**config.mk**
```make
export PLATFORM = sky130hd
export DESIGN_NAME = y_div_seq
export DESIGN_NICKNAME = d
export VERILOG_FILES = /design/src/rtl/y_div_seq.sv
export SDC_FILE = /design/constraint.sdc
export NUM_CORES = 1
export LEC_CHECK = 0
export CAP_MARGIN = 20
export CORE_UTILIZATION = 55
export CTS_BUF_LIST = sky130_fd_sc_hd__clkbuf_8
export DETAILED_ROUTE_END_ITERATION = 10
export DONT_BUFFER_PORTS = 1
export GPL_TIMING_DRIVEN = 0
export PLACE_DENSITY_LB_ADDON = 0.1
export SLEW_MARGIN = 30
export SYNTH_ARGS = -nofsm -noshare
export SYNTH_HDL_FRONTEND = slang
export SYNTH_SLANG_ARGS = --single-unit
```
**constraint.sdc**
```tcl
create_clock -name clk -period 5.85 [get_ports clk]
set_input_delay 1.755 -clock clk [delete_from_list [all_inputs] [get_ports clk]]
set_output_delay 1.755 -clock clk [all_outputs]
set_load 0.02 [all_outputs]
```
**src/rtl/y_div_seq.sv**
```systemverilog
// -----------------------------------------------------------------------------
// y_div_seq : multi-cycle restoring divider controller
//
// Produces one quotient bit per clock by running a single W-bit add/subtract
// operation (a + ~b + 1 with carry-out when ctrl=1). The core issues a request
// on start/dividend/divisor while busy is low. W iterations later, done pulses
// for one cycle and quotient/remainder become valid. A zero divisor skips the
// iterations and completes through a single ZERO cycle.
//
// Ports
//   clk          in   1  clock, rising edge
//   rst          in   1  synchronous active-high reset
//   start        in   1  request, sampled only while busy==0 (IDLE or FIN)
//   dividend     in   W  numerator, captured on an accepted start
//   divisor      in   W  denominator, captured on an accepted start
//   sgn          in   1  signed divide request (only with DIV_SIGNED_EN)
//   busy         out  1  high while a division is in flight (RUN/ZERO)
//   done         out  1  one-cycle pulse, results valid from this cycle
//   quotient     out  W  result, held until the next completion
//   remainder    out  W  result, held until the next completion
//   div_by_zero  out  1  set with done for a zero divisor, cleared on accept
//
// Configuration macro
//   DIV_SIGNED_EN : adds the sgn input. Signed requests divide operand
//                   magnitudes and fix the result signs on completion.
// -----------------------------------------------------------------------------
module y_div_seq #(
  parameter int W = 32
) (
  input  logic         clk,
  input  logic         rst,
  input  logic         start,
  input  logic [W-1:0] dividend,
  input  logic [W-1:0] divisor,
`ifdef DIV_SIGNED_EN
  input  logic         sgn,
`endif
  output logic         busy,
  output logic         done,
  output logic [W-1:0] quotient,
  output logic [W-1:0] remainder,
  output logic         div_by_zero
);

  localparam int CW = $clog2(W);
  localparam logic [CW-1:0] CNT_ZERO = {CW{1'b0}};
  localparam logic [CW-1:0] CNT_ONE  = {{(CW-1){1'b0}}, 1'b1};
  localparam logic [CW-1:0] CNT_LAST = CW'(W - 1);

  typedef enum logic [1:0] {
    S_IDLE = 2'd0,
    S_RUN  = 2'd1,
    S_ZERO = 2'd2,
    S_FIN  = 2'd3
  } state_e;

  // Shared add/subtract datapath: ctrl=1 gives a + ~b + 1, bit W is carry-out.
  function automatic logic [W:0] add_sub(input logic [W-1:0] a,
                                         input logic [W-1:0] b,
                                         input logic         ctrl);
    logic [W-1:0] b_op;
    b_op = ctrl ? ~b : b;
    return {1'b0, a} + {1'b0, b_op} + {{W{1'b0}}, ctrl};
  endfunction

  state_e         state_q, state_d;
  logic [W-1:0]   p_q, p_d;          // partial remainder
  logic [W-1:0]   q_q, q_d;          // dividend shifting out / quotient shifting in
  logic [W-1:0]   d_q, d_d;          // divisor magnitude
  logic [CW-1:0]  cnt_q, cnt_d;
  logic           neg_n_q, neg_n_d;  // signed request with negative dividend
  logic           neg_d_q, neg_d_d;  // signed request with negative divisor
  logic [W-1:0]   quo_q, quo_d;
  logic [W-1:0]   rem_q, rem_d;
  logic           dbz_q, dbz_d;
  logic           busy_q, busy_d;
  logic           done_q, done_d;

  logic           sgn_s;
  logic           accept_s;
  logic [W-1:0]   s_s;
  logic           spill_s;
  logic [W:0]     sub_w_s;
  logic           take_s;
  logic [W-1:0]   p_step_s;
  logic [W-1:0]   q_step_s;
  logic [W:0]     qfin_w_s;
  logic [W:0]     rfin_w_s;
  logic [W-1:0]   q_final_s;
  logic [W-1:0]   r_final_s;
  logic [W:0]     neg_dvd_w_s;
  logic [W:0]     neg_dsr_w_s;
  logic           unused_cout_s;

`ifdef DIV_SIGNED_EN
  assign sgn_s = sgn;
`else
  assign sgn_s = 1'b0;
`endif

  // Carry-outs of the negation uses carry no information.
  assign unused_cout_s = qfin_w_s[W] ^ rfin_w_s[W] ^ neg_dvd_w_s[W] ^ neg_dsr_w_s[W];

  // A request is taken whenever the unit is not busy (IDLE or FIN).
  assign accept_s = start & ((state_q == S_IDLE) | (state_q == S_FIN));

  // One restoring iteration plus the sign fix-up applied on completion.
  always_comb begin
    s_s      = {p_q[W-2:0], q_q[W-1]};
    // Bit shifted out of P: S is really W+1 bits wide when D >= 2^(W-1).
    spill_s  = p_q[W-1];
    sub_w_s  = add_sub(s_s, d_q, 1'b1);
    take_s   = spill_s | sub_w_s[W];
    p_step_s = take_s ? sub_w_s[W-1:0] : s_s;
    q_step_s = {q_q[W-2:0], take_s};
    qfin_w_s = add_sub({W{1'b0}}, q_step_s, 1'b1);
    rfin_w_s = add_sub({W{1'b0}}, p_step_s, 1'b1);
    q_final_s = (neg_n_q ^ neg_d_q) ? qfin_w_s[W-1:0] : q_step_s;
    r_final_s = neg_n_q ? rfin_w_s[W-1:0] : p_step_s;
  end

  // Operand magnitudes for a signed request.
  always_comb begin
    neg_dvd_w_s = add_sub({W{1'b0}}, dividend, 1'b1);
    neg_dsr_w_s = add_sub({W{1'b0}}, divisor, 1'b1);
  end

  // Next-state, datapath and output-register logic.
  always_comb begin
    state_d = state_q;
    p_d     = p_q;
    q_d     = q_q;
    d_d     = d_q;
    cnt_d   = cnt_q;
    neg_n_d = neg_n_q;
    neg_d_d = neg_d_q;
    quo_d   = quo_q;
    rem_d   = rem_q;
    dbz_d   = dbz_q;

    case (state_q)
      S_IDLE: begin
        state_d = S_IDLE;
      end
      S_RUN: begin
        p_d   = p_step_s;
        q_d   = q_step_s;
        cnt_d = cnt_q + CNT_ONE;
        if (cnt_q == CNT_LAST) begin
          state_d = S_FIN;
          quo_d   = q_final_s;
          rem_d   = r_final_s;
        end else begin
          state_d = S_RUN;
        end
      end
      S_ZERO: begin
        // Q still holds the raw dividend: a zero divisor is never negated.
        state_d = S_FIN;
        quo_d   = {W{1'b1}};
        rem_d   = q_q;
        dbz_d   = 1'b1;
      end
      S_FIN: begin
        state_d = S_IDLE;
      end
      default: begin
        state_d = S_IDLE;
      end
    endcase

    // Accepting a request overrides the IDLE/FIN transitions above.
    if (accept_s) begin
      p_d     = {W{1'b0}};
      cnt_d   = CNT_ZERO;
      dbz_d   = 1'b0;
      neg_n_d = sgn_s & dividend[W-1];
      neg_d_d = sgn_s & divisor[W-1];
      d_d     = (sgn_s & divisor[W-1]) ? neg_dsr_w_s[W-1:0] : divisor;
      if (divisor == {W{1'b0}}) begin
        state_d = S_ZERO;
        q_d     = dividend;
      end else begin
        state_d = S_RUN;
        q_d     = (sgn_s & dividend[W-1]) ? neg_dvd_w_s[W-1:0] : dividend;
      end
    end else begin
      state_d = state_d;
    end

    busy_d = (state_d == S_RUN) | (state_d == S_ZERO);
    done_d = (state_d == S_FIN);
  end

  // State, datapath and output registers with synchronous reset.
  always_ff @(posedge clk) begin
    if (rst) begin
      state_q <= S_IDLE;
      p_q     <= {W{1'b0}};
      q_q     <= {W{1'b0}};
      d_q     <= {W{1'b0}};
      cnt_q   <= CNT_ZERO;
      neg_n_q <= 1'b0;
      neg_d_q <= 1'b0;
      quo_q   <= {W{1'b0}};
      rem_q   <= {W{1'b0}};
      dbz_q   <= 1'b0;
      busy_q  <= 1'b0;
      done_q  <= 1'b0;
    end else begin
      state_q <= state_d;
      p_q     <= p_d;
      q_q     <= q_d;
      d_q     <= d_d;
      cnt_q   <= cnt_d;
      neg_n_q <= neg_n_d;
      neg_d_q <= neg_d_d;
      quo_q   <= quo_d;
      rem_q   <= rem_d;
      dbz_q   <= dbz_d;
      busy_q  <= busy_d;
      done_q  <= done_d;
    end
  end

  assign busy        = busy_q;
  assign done        = done_q;
  assign quotient    = quo_q;
  assign remainder   = rem_q;
  assign div_by_zero = dbz_q;

endmodule

```
# Word level (Yosys, flattened, before mapping)
# Cells that the tools add are included.
dict set report totals {
  reg_bits 170
  input_bits 67
  output_inout_bits 67
  wordCells 44
}
dict set report classes {
  n_addsub 3
  eq_ne 8
  muxes 11
  bitwise 5
  reduce_logical 7
}
# cell n
set op_table {}
lappend op_table {{$mux W32} 5}
lappend op_table {{$pmux W32 S2} 2}
lappend op_table {{$add A32 B32 Y33} 1}
lappend op_table {{$add A33 B1 Y33 const B} 1}
lappend op_table {{$logic_not A32 Y1} 1}
lappend op_table {{$not A32 Y32} 1}
lappend op_table {{$eq A2 B2 Y1 const B} 4}
lappend op_table {{$mux W2} 3}
lappend op_table {{$pmux W2 S3} 1}
lappend op_table {{$add A5 B1 Y5 const B} 1}
lappend op_table {{$eq A5 B5 Y1 const B} 1}
lappend op_table {{$eq A2 B1 Y1 const B} 2}
lappend op_table {{$reduce_bool A2 Y1} 2}
lappend op_table {{$reduce_or A2 Y1} 2}
lappend op_table {{$or A1 B1 Y1} 3}
lappend op_table {{$logic_not A2 Y1} 1}
lappend op_table {{$ne A2 B2 Y1 const B} 1}
lappend op_table {{$reduce_and A2 Y1} 1}
lappend op_table {{$and A1 B1 Y1} 1}

# Longest topological paths before layout
# Gate-level depths: netlist of the first run.
dict set report depth {
  ltp_word 7
  mapped_depth 13
  depth_no_buf 12
}

# Least setup slack after synthesis of the first run
# OpenSTA, ideal clock, no wires.
dict set report synth_path {
  path_kind {register to register}
  start {register q_q[31]}
  end {register rem_q[11] (netlist: remainder[11])}
  setup_ps 133
  arrival_time_ps 3120
  t_required_ps 5717
  setup_slack_ps 2597
  path_stages_with_launch 14
  n_path_buf 1
  period_less_slack_ps 3253
  path_cell_list {dfxtp_1 > inv_1 > ha_1 > fa_1 > nand2b_1 > a21oi_2 > o21ai_1 > o311a_4 > o41ai_4 > a31o_4 > buf_6 > mux2_2 > o21ai_0 > a21oi_1}
}
dict set report synth_between {
  elab_chain_cells 6
}
# item line_no
set synth_lines {}
lappend synth_lines {{start: declaration} 68} ;# logic [W-1:0] q_q, q_d;
lappend synth_lines {{start signal: assignment} 200} ;# q_q <= {W{1'b0}};
lappend synth_lines {{start signal: assignment} 213} ;# q_q <= q_d;
lappend synth_lines {{$add A32 B32 Y33 (*)} 63} ;# return {1'b0, a} + {1'b0, b_op} + {{W{1'b0}}, ctrl};
lappend synth_lines {{$add A33 B1 Y33 (*)} 63}
lappend synth_lines {{$or A1 B1 Y1} 113} ;# take_s = spill_s | sub_w_s[W];
lappend synth_lines {{$mux W32 (*)} 114} ;# p_step_s = take_s ? sub_w_s[W-1:0] : s_s;
lappend synth_lines {{$mux W32 (*)} 149} ;# if (cnt_q == CNT_LAST) begin
lappend synth_lines {{$pmux W32 S2 (*)} 141} ;# case (state_q)
lappend synth_lines {{end signal: assignment} 206} ;# rem_q <= {W{1'b0}};
lappend synth_lines {{end signal: assignment} 219} ;# rem_q <= rem_d;
lappend synth_lines {{end: declaration} 74} ;# logic [W-1:0] rem_q, rem_d;
# Every way passes the cells marked *; elsewhere a longest branch is shown, timed or not. The select of a mux whose other input is x is not followed.
# A chain may end at the register's enable or synchronous reset.

# Final worst setup path of the first run
dict set report layout_path {
  start {register q_q[31]}
  end {register rem_q[9] (netlist: remainder[9])}
}
# Same word-level chain as after synthesis.

==> run summary, run 1 <==
post-synthesis cell area -> 8900 µm²
final worst slack -> 1900 ps
Routed met3 length -> 1810 µm
met2 wire len -> 11900 µm
# Max-Cap Violations -> 0
DRT antenna net count -> 0
post-CTS resize count -> 0
Final Hold Vio Count -> 0
Seq/Total Area, Yosys -> 38.2%
Longest Clk Path Bufs -> 2
diodes inserted -> 0
Startpoint Class -> flip-flop
# Post-CTS Setup Buffers -> 0
Final Cell Area -> 9580 µm²
crit-path max FO -> 8
fmax -> 253 MHz
CTS sink cnt -> 170
Layout area overhead -> 7.63%
Placement Rows -> 46
Yosys cell types -> 60
Worst EP arrival -> 4360 ps
core outline area -> 15800 µm²
hold path depth -> 2
post-DP HPWL -> 19300 µm
GRT Util Overall -> 30.6%
CTS Hold Bufs -> 0
TritonCTS Buffers -> 17
Placement Setup Slack -> 1990 ps
drt wl/cell -> 18.6 µm
largest net degree at the start of global routing -> 17
HP Class -> flip-flop to flip-flop
Worst R2R Path Depth -> 11
final count of pins violating max slew -> 0
Worst-Margin Slew -> 864 ps
Die Wd -> 129 µm
Required @ worst endpoint -> 6260 ps
layout cell share with drive strength beyond 1 -> 5.75%
Pre-antenna DRT Iters -> 5
DR vias -> 8072
P per Cell Area -> 518 nW/µm²
total wire length -> 25400 µm
Met1 Wirelength -> 11100 µm
async set-reset flop share out of synthesis -> 0%
H-tree depth -> 4
die area -> 16700 µm²
Starting Density -> 56.2%
#FFs+latches synth -> 170
Filler Cells Inserted -> 1493
Final period util -> 67.6%
CP endpoint kind -> flip-flop
Sum Neg Setup Slack -> 0 ps
top post-synthesis cells by area -> dfxtp_1, nor2_1, a21oi_1
ys flop type -> dfxtp_1
Post-Place Cell Area -> 9170 µm²
first-iteration detailed-routing DRC count -> 640
Tmin final -> 3950 ps
Fin Hold WS -> 460 ps
Synth Instances -> 1115
grt total ovfl -> 0
Root Driver -> clkbuf_8
Hold Crit Start -> d_q[11]$_SDFFE_PP0P_
number of global-route vias before repair -> 7259
global-route wire length before repair -> 38900 µm
Worst-path clk slew -> 90 ps
io pins -> 134
Peak VDD IR -> 0.000256 V
Clock Latency Late Sink -> 470 ps
TritonCTS clock tree -> done
Worst Path Class, Setup -> flip-flop to flip-flop
number of synthesized flops with an enable pin -> 0
routability cong. -> 0.900
antenna violations before repair -> 0
area leader, netlist -> dfxtp_1
DRC Markers -> 0
Hold EP -> d_q[11]$_SDFFE_PP0P_
r2r startpoint -> q_q[31]$_SDFFE_PP0P_
Reg2Reg Setup Slack -> 1900 ps
syn nets -> 1221
Slew headroom -> 42.4%
Yosys top cell area share -> 38.2%
Setup violations, final -> 0
Port Buffer Count -> 0
reg2reg end -> remainder[9]$_SDFFE_PP0P_
Util after Layout -> 60.5%
status -> completed
clock skew -> 11.8 ps
height of the chip -> 129 µm
highest routed layer -> met4
DR vias/cell -> 5.92
Syn Area/Cell -> 7.98 µm²
yosys warns -> 0
RSZ-0062 raised after global routing -> false
Pleak -> 3.65 nW
fin nets -> 1240
[power breakdown]
| part | total (W) | internal, W | switching [W] |
|---|---|---|---|
| Clock | 0.000879 | 0.000403 | 0.000476 |
| Sequential | 0.00156 | 0.00133 | 0.000229 |
| Combinational | 0.00252 | 0.00103 | 0.00149 |
[cells in the final DEF (no fill, tap or decap), types with 5 or more instances in the layout]
cell type / n
a211o_1: 6
a211oi_1: 43
a21boi_0: 6
a21o_1: 11
a21oi_1: 98
a31oi_1: 5
and2_1: 7
and3_1: 8
buf_1: 15
clkbuf_1: 57
clkbuf_8: 18
dfxtp_1: 170
ha_1: 38
inv_1: 57
inv_6: 5
mux2_2: 21
mux2i_1: 48
nand2_1: 117
nand2b_1: 5
nand3_1: 19
nand4_1: 9
nor2_1: 137
nor2b_1: 6
nor3_1: 87
nor4_1: 8
o211ai_1: 5
o21ai_0: 42
o21ai_1: 7
or3_1: 7
xnor2_1: 17
xor2_1: 10
[cell type report]
| class | instances | area, µm² | share of cell area (%) |
|---|---|---|---|
| Inverter | 57 | 214 | 2.23 |
| Clock inverter | 14 | 161 | 1.68 |
| Buffer | 77 | 320 | 3.34 |
| Sequential cell | 170 | 3400 | 35.5 |
| Tap cell | 216 | 270 | 2.82 |
| Clock buffer | 18 | 248 | 2.59 |
| Multi-Input combinational cell | 811 | 4960 | 51.8 |
[through the flow]
step	total power, W	std cells
6_report	0.00496	1363
5_1_grt	0.00527	1363
4_1_cts	0.00495	1363
3_5_place_dp	0.00407	1331
3_3_place_gp	0.00404	1331
2_1_floorplan	0.00344	1115
[cells in the mapped netlist, types with 6 or more instances]
| cell | number |
|---|---|
| nand4_1 | 9 |
| mux2_2 | 21 |
| a21o_1 | 11 |
| a21oi_1 | 98 |
| ha_1 | 38 |
| o21ai_1 | 7 |
| nand3_1 | 19 |
| a211oi_1 | 43 |
| nor2_1 | 137 |
| or3_1 | 7 |
| nor2b_1 | 6 |
| xnor2_1 | 17 |
| a21boi_0 | 6 |
| clkbuf_1 | 57 |
| inv_1 | 56 |
| a211o_1 | 6 |
| and2_1 | 7 |
| nor4_1 | 8 |
| dfxtp_1 | 170 |
| o21ai_0 | 42 |
| and3_1 | 8 |
| xor2_1 | 10 |
| nand2_1 | 117 |
| nor3_1 | 87 |
| buf_1 | 15 |
| mux2i_1 | 48 |
[registers in the layout (all words and copies together) (netlist names)]
register,flops
remainder,32
busy,1
d_q,32
state_q,2
div_by_zero,1
p_q,32
q_q,32
done,1
cnt_q,5
quotient,32
[worst max-delay path, cell delays in order, from the launching register on]
cell      delay, ps
dfxtp_1         380
inv_1           100
ha_1            240
fa_1            410
nand2b_1        200
a21oi_2         210
o21ai_1         180
o311a_4         430
o41ai_4         440
a31oi_2         350
o31ai_1         690
a221o_1         270
[logic make-up (layout without fill, tap and decap cells)]
group	Yosys count	after routing	share of synthesized area, %
muxes	69	69	8.05
adders and majority gates	39	39	5.57
xor gates and xnor gates	27	27	2.66
buffers and inverters	134	166	6.00
DFF	170	170	38.2
AOI/OAI and AO/OA	260	260	18.8
and+or+nand+nor	416	416	20.7
[how the worst max path moves through the flow]
stage / startpoint / end / slack, ps
after floorplan: q_q[31]$_SDFFE_PP0P_ / remainder[11]$_SDFFE_PP0P_ / 2600
after CTS: q_q[31]$_SDFFE_PP0P_ / remainder[9]$_SDFFE_PP0P_ / 1950
after global placement: divisor[31] / busy$_SDFF_PP0_ / 1970
final: q_q[31]$_SDFFE_PP0P_ / remainder[9]$_SDFFE_PP0P_ / 1900
after global routing: q_q[31]$_SDFFE_PP0P_ / remainder[9]$_SDFFE_PP0P_ / 1720
after detailed placement: q_q[31]$_SDFFE_PP0P_ / remainder[9]$_SDFFE_PP0P_ / 1990
[per-layer routing]
layer	GRT usage, %	vias up
met2	48.5	296
met5	0	-
met4	10.9	0
li1	-	3947
met1	40.7	3785
met3	7.02	44
Note: power is estimated with default switching activity, not from simulation.
==> run 2, diff against run 1 <==
- ABC_AREA: unset -> 1
- clock period: 5.85 -> 3.2 ns (I/O delays scaled with it)
==> run 2 against run 1 <==
  * Critical endpoint is now remainder[23]$_SDFFE_PP0P_
  * Power grew 11%
  * Cell area grew 9.3%
  * Sequential power grew 45%
  * Sequential cell count is the same
  * Count of clock-buffer cells in the layout shrank 1
  * Clock skew grew 4.2 ps
  * Cell count grew 31%
  * Utilization shrank 0.17 points
  * Area after synthesis grew 10%
  * Global-route usage grew 1.3 points
  * Combinational power shrank 33%
  * Die area grew 10%
==> run summary, run 2 <==
Peak VDD IR -> 0.000324 V (+27%)
hold path depth -> 2 (unchanged)
total wire length -> 28800 µm (+13%)
Setup violations, final -> 0 (unchanged)
Pre-antenna DRT Iters -> 7 (+2)
syn nets -> 1639 (+34%)
crit-path max FO -> 10 (+2)
Final Hold Vio Count -> 0 (unchanged)
commonest non-fill, non-tap cell in the layout -> nand2_1
Yosys top cell area share -> 34.7% (-3.5 points)
Startpoint Class -> flip-flop
Root Driver -> clkbuf_8
first-iteration detailed-routing DRC count -> 757 (+18%)
top post-synthesis cells by area -> dfxtp_1, nand2_1, inv_1
final cell count without fillers -> 1790 (+31%)
CTS Hold Bufs -> 0 (unchanged)
DR vias -> 9618 (+19%)
routability cong. -> 0.972 (+8.0%)
most frequent cells in the layout -> nand2_1, inv_1, dfxtp_1, a21oi_1, nor2_1
RSZ-0062 raised after global routing -> false
Tmin final -> 2770 ps (-1180 ps)
Synth Instances -> 1533 (+37%)
Worst EP arrival -> 3180 ps (-1180 ps)
number of synthesized flops with an enable pin -> 0 (unchanged)
DR vias/cell -> 5.37 (-9.3%)
Clk pwr share -> 27.9% (+10 points)
antenna violations before repair -> 0 (unchanged)
crit-path cells -> inv_1 > ha_1 > fa_1 > inv_1 > nand2_1 > nand2_1 > nand3_1 > nand2_1 > nand2_1 > nand2_1 > nand2_1 > nand3_4 > buf_8 > nand3_2 > nand3_1 > nand2_1 > a21oi_1
Reg power frac -> 41.2% (+9.7 points)
reg2reg end -> remainder[23]$_SDFFE_PP0P_
largest net degree at the start of global routing -> 19 (+2)
Filler Cells Inserted -> 1743 (+17%)
Port Buffer Count -> 0 (unchanged)
Longest Clk Path Bufs -> 2 (unchanged)
number of global-route vias before repair -> 8711 (+20%)
Worst-path clk slew -> 100 ps (about the same)
Pleak -> 5.25 nW (+44%)
Slew headroom -> 44.7% (+2.3 points)
post-CTS resize count -> 0 (unchanged)
Required @ worst endpoint -> 3610 ps (-2650 ps)
ys flop type -> dfxtp_1
P per Cell Area -> 524 nW/µm² (+1.2%)
area leader, netlist -> dfxtp_1
Switch Pwr -> 0.00218 W (-0.97%)
fin nets -> 1658 (+34%)
switch share -> 39.6% (-4.7 points)
Reg2Reg Setup Slack -> 430 ps (-1470 ps)
Crit-path slowest cell -> fa_1
Worst path max stage delay -> 430 ps (-260 ps)
status -> completed
Sum Neg Setup Slack -> 0 ps (unchanged)
core outline area -> 17400 µm² (+9.7%)
Gate power share -> 30.9% (-20 points)
Pint -> 0.00331 W (+20%)
H-tree depth -> 4 (unchanged)
HP Class -> flip-flop to flip-flop
#FFs+latches synth -> 170 (unchanged)
# Post-CTS Setup Buffers -> 0 (unchanged)
diodes inserted -> 0 (unchanged)
post-synthesis cell area -> 9810 µm² (+10%)
DRC Markers -> 0 (unchanged)
Hold EP -> d_q[11]$_SDFFE_PP0P_
fmax -> 361 MHz (+43%)
most frequent cell after synthesis -> nand2_1
Yosys cell types -> 34 (-43%)
post-DP HPWL -> 22900 µm (+18%)
Worst R2R Path Depth -> 17 (+6)
clock skew -> 15.9 ps (+4.16 ps)
Layout area overhead -> 6.82%
TritonCTS Buffers -> 17 (unchanged)
DRT antenna net count -> 0 (unchanged)
Die Wd -> 136 µm (+4.9%)
placed insts -> 1758 (+32%)
height of the chip -> 136 µm (+4.9%)
grt total ovfl -> 0 (unchanged)
layout cell share with drive strength beyond 1 -> 3.96% (-1.8 points)
async set-reset flop share out of synthesis -> 0% (unchanged)
final count of pins violating max slew -> 0 (unchanged)
Placement Rows -> 48 (+4.3%)
TritonCTS clock tree -> done
Final period util -> 86.6% (+19 points)
Seq/Total Area, Yosys -> 34.7% (-3.5 points)
io pins -> 134 (unchanged)
Worst path most repeated cell -> nand2_1
Clock Latency Late Sink -> 490 ps (+20 ps)
CTS sink cnt -> 170 (unchanged)
CP endpoint kind -> flip-flop
Worst Path Class, Setup -> flip-flop to flip-flop
Starting Density -> 56.5% (+0.26 points)
yosys warns -> 0 (unchanged)
Syn Area/Cell -> 6.40 µm² (-20%)
most common library cells after synthesis -> nand2_1, inv_1, dfxtp_1
GRT Util Overall -> 32.0% (+1.3 points)
# Max-Cap Violations -> 0 (unchanged)
r2r startpoint -> q_q[31]$_SDFFE_PP0P_
die area -> 18400 µm² (+10%)
Worst-Margin Slew -> 830 ps (-34.1 ps)
Hold Crit Start -> d_q[11]$_SDFFE_PP0P_
drt wl/cell -> 16.1 µm (-14%)
global-route wire length before repair -> 45000 µm (+16%)
[run 2: how the worst max path moves through the flow]
stage                                from                         end  slack (ps)
floorplan            q_q[31]$_SDFFE_PP0P_  remainder[27]$_SDFFE_PP0P_        1000
global placement              divisor[15]             busy$_SDFF_PP0_         180
detailed placement            divisor[15]             busy$_SDFF_PP0_         170
CTS                 state_q[0]$_SDFF_PP0_             busy$_SDFF_PP0_         510
global route         q_q[31]$_SDFFE_PP0P_        p_q[12]$_SDFFE_PP0P_         290
finish               q_q[31]$_SDFFE_PP0P_  remainder[23]$_SDFFE_PP0P_         430
[run 2: logic make-up (layout without fill, tap and decap cells)]
group | Yosys count | count (layout) | synth area share (%)
AND/OR/NAND/NOR | 685 | 685 | 29.6
adder cells (fa/ha/maj) | 39 | 39 | 5.05
buffers and inverters | 341 | 373 | 13.6
XOR/XNOR | 15 | 15 | 1.34
AO/OA/AOI/OAI | 283 | 283 | 15.7
flip-flops | 170 | 170 | 34.7
[run 2: power groups by stage]
| stage | clock network, W | logic, W | registers (W) |
|---|---|---|---|
| 2_1_floorplan | 0 | 0.00125 | 0.00229 |
| 6_report | 0.00153 | 0.00170 | 0.00226 |
| 5_1_grt | 0.00164 | 0.00191 | 0.00227 |
| 4_1_cts | 0.00154 | 0.00168 | 0.00226 |
| 3_3_place_gp | 0 | 0.00165 | 0.00231 |
| 3_5_place_dp | 0 | 0.00167 | 0.00231 |
[run 2: layout make-up]
class / instances / area (µm²) / area share [%]
tap: 225 / 282 / 2.69
clock inverter: 15 / 154 / 1.47
multi-input combinational: 1022 / 5070 / 48.4
buffer: 70 / 314 / 3.00
inverter: 271 / 1020 / 9.71
sequential: 170 / 3400 / 32.5
clock buffer: 17 / 234 / 2.23
[run 2: per-stage QoR]
stage	utilization [%]	instance area, µm²	worst slack, ps	power, W	hold WS, ps
2_1_floorplan	-	9810	995	0.00354	433
3_3_place_gp	58.1	10100	183	0.00395	447
3_5_place_dp	58.1	10100	172	0.00398	452
4_1_cts	60.4	10500	505	0.00548	467
5_1_grt	60.4	10500	290	0.00582	489
6_report	60.4	10500	428	0.00549	462
[run 2: critical path, delay by kind of cell (launching register included)]
family | cells | cell delay [ps]
adder cells (fa/ha/maj) | 2 | 670
AO/OA/AOI/OAI | 1 | 140
buffers and inverters | 3 | 380
AND/OR/NAND/NOR | 11 | 1140
flip-flops | 1 | 340
[run 2: routing by layer]
| metal | vias up | global-route usage (%) | share of wire (%) |
|---|---|---|---|
| met2 | 348 | 49.9 | 44 |
| li1 | 4891 | - | - |
| met3 | 63 | 6.29 | 7.2 |
| met4 | 0 | 12.0 | 3.4 |
| met5 | - | 0 | 0 |
| met1 | 4316 | 43.3 | 45 |
